## config.mk

```make
export PLATFORM = sky130hd
export DESIGN_NAME = input_action_queue
export DESIGN_NICKNAME = d
export VERILOG_FILES = /design/src/rtl/tetris_input_pkg.sv /design/src/rtl/action_fifo.sv /design/src/rtl/counter.sv /design/src/rtl/input_action_queue.sv
export SDC_FILE = /design/constraint.sdc
export NUM_CORES = 1
export LEC_CHECK = 0
export CAP_MARGIN = 40
export CELL_PAD_IN_SITES_DETAIL_PLACEMENT = 1
export CELL_PAD_IN_SITES_GLOBAL_PLACEMENT = 2
export CORE_AREA = 2 2 68 70
export CTS_BUF_LIST = sky130_fd_sc_hd__clkbuf_8
export DETAILED_ROUTE_END_ITERATION = 16
export DIE_AREA = 0 0 70 72
export PLACE_DENSITY_LB_ADDON = 0.08
export SYNTH_ARGS = -nofsm -noshare
export SYNTH_HDL_FRONTEND = slang
export SYNTH_HIERARCHICAL = 1
export SYNTH_SLANG_ARGS = --single-unit
```

## constraint.sdc

```tcl
create_clock -name clk -period 6.8 [get_ports clk]
set_clock_uncertainty 0.1 [all_clocks]
set_input_delay 1.36 -clock clk [delete_from_list [all_inputs] [get_ports clk]]
set_output_delay 1.36 -clock clk [all_outputs]
set_load 0.05 [all_outputs]
```

## src/rtl/tetris_input_pkg.sv

```systemverilog
// Shared definitions for the player-input path: action ids, as used by the DAS
// debouncers and the action queue.
package tetris_input_pkg;

  localparam int NUM_ACTIONS = 6;
  localparam int ACTION_ID_W = $clog2(NUM_ACTIONS);

  typedef logic [ACTION_ID_W-1:0] action_id_t;

  typedef enum logic [ACTION_ID_W-1:0] {
    MOVE_LEFT  = 3'd0,
    MOVE_RIGHT = 3'd1,
    ROTATE_CW  = 3'd2,
    ROTATE_CCW = 3'd3,
    SOFT_DROP  = 3'd4,
    HARD_DROP  = 3'd5
  } action_t;

endpackage

```

## src/rtl/action_fifo.sv

```systemverilog
// Small synchronous FIFO of action ids; clear has priority over push and pop.
module action_fifo
  import tetris_input_pkg::*;
#(
  parameter int DEPTH = 4,
  parameter int WIDTH = $bits(action_id_t)
) (
  input  logic                     clk,
  input  logic                     rst,
  input  logic                     clear,
  input  logic                     push,
  input  logic [WIDTH-1:0]         push_data,
  input  logic                     pop,
  output logic [WIDTH-1:0]         head_data,
  output logic                     full,
  output logic                     empty,
  output logic [$clog2(DEPTH):0]   count
);

  localparam int PW = $clog2(DEPTH);
  localparam int CW = PW + 1;

  logic [WIDTH-1:0] mem [DEPTH];
  logic [PW-1:0]    wr_ptr;
  logic [PW-1:0]    rd_ptr;
  logic             push_eff;
  logic             pop_eff;

  assign full     = (count == CW'(DEPTH));
  assign empty    = (count == '0);
  assign push_eff = push & ~full;
  assign pop_eff  = pop & ~empty;
  // Empty head reads as id 0 so the output is defined straight out of reset.
  assign head_data = empty ? '0 : mem[rd_ptr];

  counter #(.WIDTH(PW)) u_wr_ptr (
    .clk   (clk),
    .rst   (rst),
    .clear (clear),
    .en    (push_eff),
    .value (wr_ptr)
  );

  counter #(.WIDTH(PW)) u_rd_ptr (
    .clk   (clk),
    .rst   (rst),
    .clear (clear),
    .en    (pop_eff),
    .value (rd_ptr)
  );

  always_ff @(posedge clk) begin
    if (push_eff && !clear) mem[wr_ptr] <= push_data;
  end

  always_ff @(posedge clk or posedge rst) begin
    if (rst)        count <= '0;
    else if (clear) count <= '0;
    else            count <= count + CW'(push_eff) - CW'(pop_eff);
  end

endmodule

```

## src/rtl/counter.sv

```systemverilog
// Free-running wrap-around counter with enable and synchronous clear.
module counter #(
  parameter int WIDTH = 2
) (
  input  logic             clk,
  input  logic             rst,
  input  logic             clear,
  input  logic             en,
  output logic [WIDTH-1:0] value
);

  always_ff @(posedge clk or posedge rst) begin
    if (rst)        value <= '0;
    else if (clear) value <= '0;
    else if (en)    value <= value + 1'b1;
  end

endmodule

```

## src/rtl/input_action_queue.sv

```systemverilog
// Serialises DAS action pulses into one in-order valid/ready stream, with
// per-action back-pressure so each action type has at most one entry in flight.
module input_action_queue
  import tetris_input_pkg::*;
#(
  parameter int NUM_ACTIONS = tetris_input_pkg::NUM_ACTIONS,
  parameter int DEPTH       = 4
) (
  input  logic                          clk,
  input  logic                          rst,
  input  logic [NUM_ACTIONS-1:0]        action_pulse,
  output logic [NUM_ACTIONS-1:0]        action_valid,
  input  logic                          flush,
  output logic                          act_valid,
  input  logic                          act_ready,
  output logic [$clog2(NUM_ACTIONS)-1:0] act_id,
  output logic [$clog2(DEPTH):0]        queue_count
);

  localparam int ID_W = $clog2(NUM_ACTIONS);

  logic [NUM_ACTIONS-1:0] req;
  logic [NUM_ACTIONS-1:0] queued;
  logic [NUM_ACTIONS-1:0] grant;
  logic [NUM_ACTIONS-1:0] pop_mask;
  logic [ID_W-1:0]        grant_id;
  logic                   found;
  logic                   push;
  logic                   pop;
  logic                   fifo_full;
  logic                   fifo_empty;

  assign action_valid = ~req & ~queued & {NUM_ACTIONS{~flush}};
  assign act_valid    = ~fifo_empty;
  assign pop          = act_valid & act_ready;
  assign push         = (|req) & ~fifo_full;

  // Lowest pending index wins, giving ascending order for same-cycle pulses.
  always_comb begin
    grant_id = '0;
    found    = 1'b0;
    for (int i = 0; i < NUM_ACTIONS; i++) begin
      if (req[i] && !found) begin
        grant_id = ID_W'(i);
        found    = 1'b1;
      end
    end
  end

  assign grant    = push ? (NUM_ACTIONS'(1) << grant_id) : '0;
  assign pop_mask = pop  ? (NUM_ACTIONS'(1) << act_id)   : '0;

  always_ff @(posedge clk or posedge rst) begin
    if (rst) begin
      req    <= '0;
      queued <= '0;
    end else if (flush) begin
      req    <= '0;
      queued <= '0;
    end else begin
      req    <= (req | (action_pulse & action_valid)) & ~grant;
      queued <= (queued & ~pop_mask) | grant;
    end
  end

  action_fifo #(.DEPTH(DEPTH), .WIDTH(ID_W)) u_fifo (
    .clk       (clk),
    .rst       (rst),
    .clear     (flush),
    .push      (push),
    .push_data (grant_id),
    .pop       (pop),
    .head_data (act_id),
    .full      (fifo_full),
    .empty     (fifo_empty),
    .count     (queue_count)
  );

endmodule

```

# After elaboration in Yosys (flattened, before gate mapping)

Memories as Yosys holds them, arrays and structs flattened.
Index checks and enable logic that the tools add are counted.

Bits in writable memories: 12
Word-level logic and storage cells: 69
Output and inout port bits: 13
Register bits: 19
Bits of input ports: 10
Memories kept: 1

Bitwise logic cells: 18
Reductions and logical operators: 16
Muxes and demuxes: 22
Eq/ne operators: 1
Add/sub/neg operators: 4
Shift operators: 2

Memories:

| memory     | depth | bits a word | read ports | clocked after memory_dff | write ports | RTL line          | source |
|---|---|---|---|---|---|---|---|
| u_fifo.mem | 4     | 3           | 1          | 0                        | 1           | action_fifo.sv:23 | `logic [WIDTH-1:0] mem [DEPTH];` |

Operators by type and width:

| cell                                            | number |
|---|---|
| AND 6 bit                                       | 5 |
| 2-to-1 mux 6 bit                                | 4 |
| inverter 6 bit                                  | 4 |
| 2-to-1 mux 3 bit                                | 6 |
| bitwise OR 6 bit                                | 2 |
| << shifter 1 x 3 -> 6 bit, first input constant | 2 |
| 2-to-1 mux 1 bit                                | 8 |
| 2-to-1 mux 2 bit                                | 4 |
| logical AND 1 bit                               | 6 |
| zero test 1 bit                                 | 6 |
| OR reduction 6 bit                              | 1 |
| adder 2 x 1 -> 2 bit, second input constant     | 2 |
| AND 1 bit                                       | 4 |
| nonzero test 2 bit                              | 2 |
| adder 3 x 1 -> 3 bit                            | 1 |
| == test 3 bit, second input constant            | 1 |
| zero test 3 bit                                 | 1 |
| inverter 1 bit                                  | 3 |
| subtractor 3 x 1 -> 3 bit                       | 1 |

# Depth between registers and ports, before layout

Word-level depth: 21
Depth in mapped cells: 11
Depth with buffers taken out: 11

# Hierarchy

Netlist, hierarchy kept.

Modules (own cells, without submodules):

| module             | instances | seq. area each (um^2) | area each (um^2) | cells each |
|---|---|---|---|---|
| action_fifo        | 1         | 435.4                 | 715.7            | 43 |
| input_action_queue | 1         | 300.3                 | 700.7            | 85 |
| counter            | 2         | 50.0                  | 92.6             | 8 |

# Least setup slack after synthesis

Ideal clock, no wire load.

Path type: input -> output
Start: in flush
End: out action_valid[3]
Data arrival time: 2.831 ns
Required time: 5.340 ns
Stages on the path: 3
Path slack: 2.509 ns
Path buffers: 2
Path through: clkbuf_1 > clkbuf_1 > nor3_1

Cells in the longest elaborated chain, start to end: 2

RTL lines:

| what           | RTL line                 | source |
|---|---|---|
| from (decl)    | input_action_queue.sv:13 | `input logic flush,` |
| inverter 1 bit | input_action_queue.sv:33 | `assign action_valid = ~req & ~queued & {NUM_ACTIONS{~flush}};` |
| AND 6 bit      | input_action_queue.sv:33 |  |
| to (decl)      | input_action_queue.sv:12 | `output logic [NUM_ACTIONS-1:0] action_valid,` |

No other way between the ends.

# Worst setup path in the final report

Start: in flush
End: out action_valid[4]

Same word-level chain as after synthesis.

==> flow_summary.ini <==
[outcome]
outcome = finished, final reports clean

[synth]
ys_ff_latch = 31
synth_cells = 144
syn_nets = 157
ys_seq_area_frac = 0.522
yosysUniqueCellTypes = 38
synth_top_area_share = 0.297
synth_area_mm2 = 0.00160
postSynthAreaPerCell_um2 = 11.1
yosys.area.top_type = dfrtp_1
yosysWarnings = 6
synth_area_leaders = dfrtp_1, edfxtp_1, mux4_1, a21oi_1, inv_1

[power]
leakagePower_uw = 0.000790
vdd_ir_drop_max_uv = 177
p_total_uw = 841
power.density_mw_per_mm2 = 420

[timing]
maxSlewViolCount = 0
setup-tns-final_ps = 0
max_freq_mhz = 207
finalCriticalPeriod_ps = 4820
slew_headroom = 0.550
worst_pin_slew_ps = 666
rsz0062_at_grt = no
hold_violations = 0
setup-violations-final = 0
fin_crit_sh = 0.709
hold_ws_ps = 463

[layout]
fin_nets = 181
diodes = 0
drive_gt1_frac = 0.0947
final_util = 0.469
n_fill_cell = 483
synthToLayoutAreaGrowth_pct = 24.9

[cts]
ctsHoldBuffers = 0
cts_resized = 0
clock_sinks = 31
clock-root-buffer = clkbuf_8
numCtsBuffers = 5
clock_latency_ps = 280
post_cts_buffers = 0
clkTransAtPathRegs_ps = 70
clk_path_buf_depth = 2
tritoncts = yes
h-tree-depth = 2

[detailed_routing]
drtIter0Drc = 52
viasPerCell = 5.18
avgRoutedWirePerCell_um = 15.6
postRouteAntennaNets = 0
drtPass1Iterations = 4
drc = 0
vias = 1144
drt_wl_total_um = 3450

[floorplan]
initial_core_util = 0.376
die_x_um = 70
dieArea_mm2 = 0.00504
rows = 24
core_area_mm2 = 0.00426
num_io_pins = 23
die_h_um = 72

[placement]
gp_congestion = 0.748
port_buffers = 22
dp_hpwl_um = 2710

[critical_path]
end_kind = output pin
worst_ep_arrival_time_ps = 3360
r2r_slack_ps = 4160
critPathLaunchType = primary input
worstSetupPathType = primary input to output pin
crit_required_ps = 5340
cp_max_fo = 17

[grt]
grt_start_max_net_pins = 18
busiest_layer = met2
use_met3 = 0.0306
track_usage = 0.156
overflow = 0
grt_pass1_vias = 1263
grt.met2_usage = 0.279
grt_pass1_wl_um = 6130
antenna_found_initial = 0
use_met1 = 0.186

[job]
maxCapViolCount = 0

[min_path]
hold_path_class = flip-flop to flip-flop
state kept, by name, indices dropped and copies added, names as in the netlist:
signal                 count
queued                     6
u_fifo/count               3
u_fifo/u_wr_ptr/value      2
u_fifo/u_rd_ptr/value      2
u_fifo/mem                12
req                        6
stage by stage:
step	area [um^2]	setup slack, ps	std cells
final	2000	1980	221
after global routing	2000	1860	221
after CTS	2000	1970	221
after detailed placement	1860	1980	213
after global placement	1860	2070	213
after floorplan	1600	2510	144
critical path, stage by stage:
cell and delay, ps:
clkdlybuf4s50_1 730, nor3_1 390, clkdlybuf4s50_1 870
cell usage in the layout, fill, tap and decap left out, types with 2 or more instances in the layout:
cell and count:
nor2_1 12, bufinv_16 2, a21bo_1 2, nor3_1 8, clkbuf_8 5, mux4_1 3
dfrtp_1 19, nor2b_1 4, nand3b_1 4, clkdlybuf4s50_1 22, o21ai_0 7, nand2b_1 5
or3_1 2, a21oi_1 12, buf_4 2, xnor2_1 2, nand4bb_1 2, nand2_1 5
nor4bb_1 2, a211oi_1 2, edfxtp_1 12, a21oi_2 2, ha_1 2, and2_1 4
inv_1 13
cells by family after synthesis:
| logic type | synth area share |
|---|---|
| adder cells (fa/ha/maj) | 0.0281 |
| XOR/XNOR | 0.0250 |
| multiplexers | 0.0492 |
| AND/OR/NAND/NOR | 0.217 |
| flip-flops | 0.522 |
| AO/OA/AOI/OAI | 0.105 |
| buffers and inverters | 0.0539 |
synth_stat cells (all sizes together):
| cell | count |
|---|---|
| a211oi | 2 |
| a21bo | 2 |
| a21oi | 14 |
| a22oi | 1 |
| and2 | 4 |
| and4b | 1 |
| buf | 3 |
| clkbuf | 4 |
| dfrtp | 19 |
| edfxtp | 12 |
| fa | 1 |
| ha | 2 |
| inv | 13 |
| mux4 | 3 |
| nand2 | 5 |
| nand2b | 5 |
| nand3b | 4 |
| nand4bb | 2 |
| nor2 | 13 |
| nor2b | 4 |
| nor3 | 8 |
| nor3b | 1 |
| nor4 | 2 |
| nor4b | 1 |
| nor4bb | 2 |
| o21ai | 8 |
| o21bai | 1 |
| or3 | 2 |
| or4 | 1 |
| or4b | 1 |
| xnor2 | 2 |
| xnor3 | 1 |
layout make-up:
| cell class | count | area (um^2) | share of cell area |
|---|---|---|---|
| inverters | 13 | 48.8 | 0.0244 |
| clock buffers | 5 | 68.8 | 0.0344 |
| repair buffers | 24 | 235 | 0.118 |
| flip-flops and latches | 31 | 836 | 0.418 |
| multi-input cells | 93 | 679 | 0.340 |
| clock inverters | 3 | 67.6 | 0.0338 |
| well taps | 52 | 65.1 | 0.0325 |
layer usage:
layer / wire (um) / vias to the layer above
li1: - / 557
met1: 1510 / 571
met2: 1800 / 12
met3: 104 / 4
met4: 40 / 0
met5: 0 / -
worst paths after layout:
check,endpoint,cells after the start,from
min reg2reg,req[1],3,queued[1]
min,req[1],3,queued[1]
max,action_valid[4],3,flush
min in group asynchronous,u_fifo/u_rd_ptr/value[1],2,rst
max reg2reg,u_fifo/count[2],11,u_fifo/count[1]
max in group asynchronous,queued[3],2,rst
where the power goes:
group          internal, uW  switching [uW]
registers               239            39.2
clock network           146            70.4
logic                   142             205
Note: power is estimated with default switching activity, not from simulation.
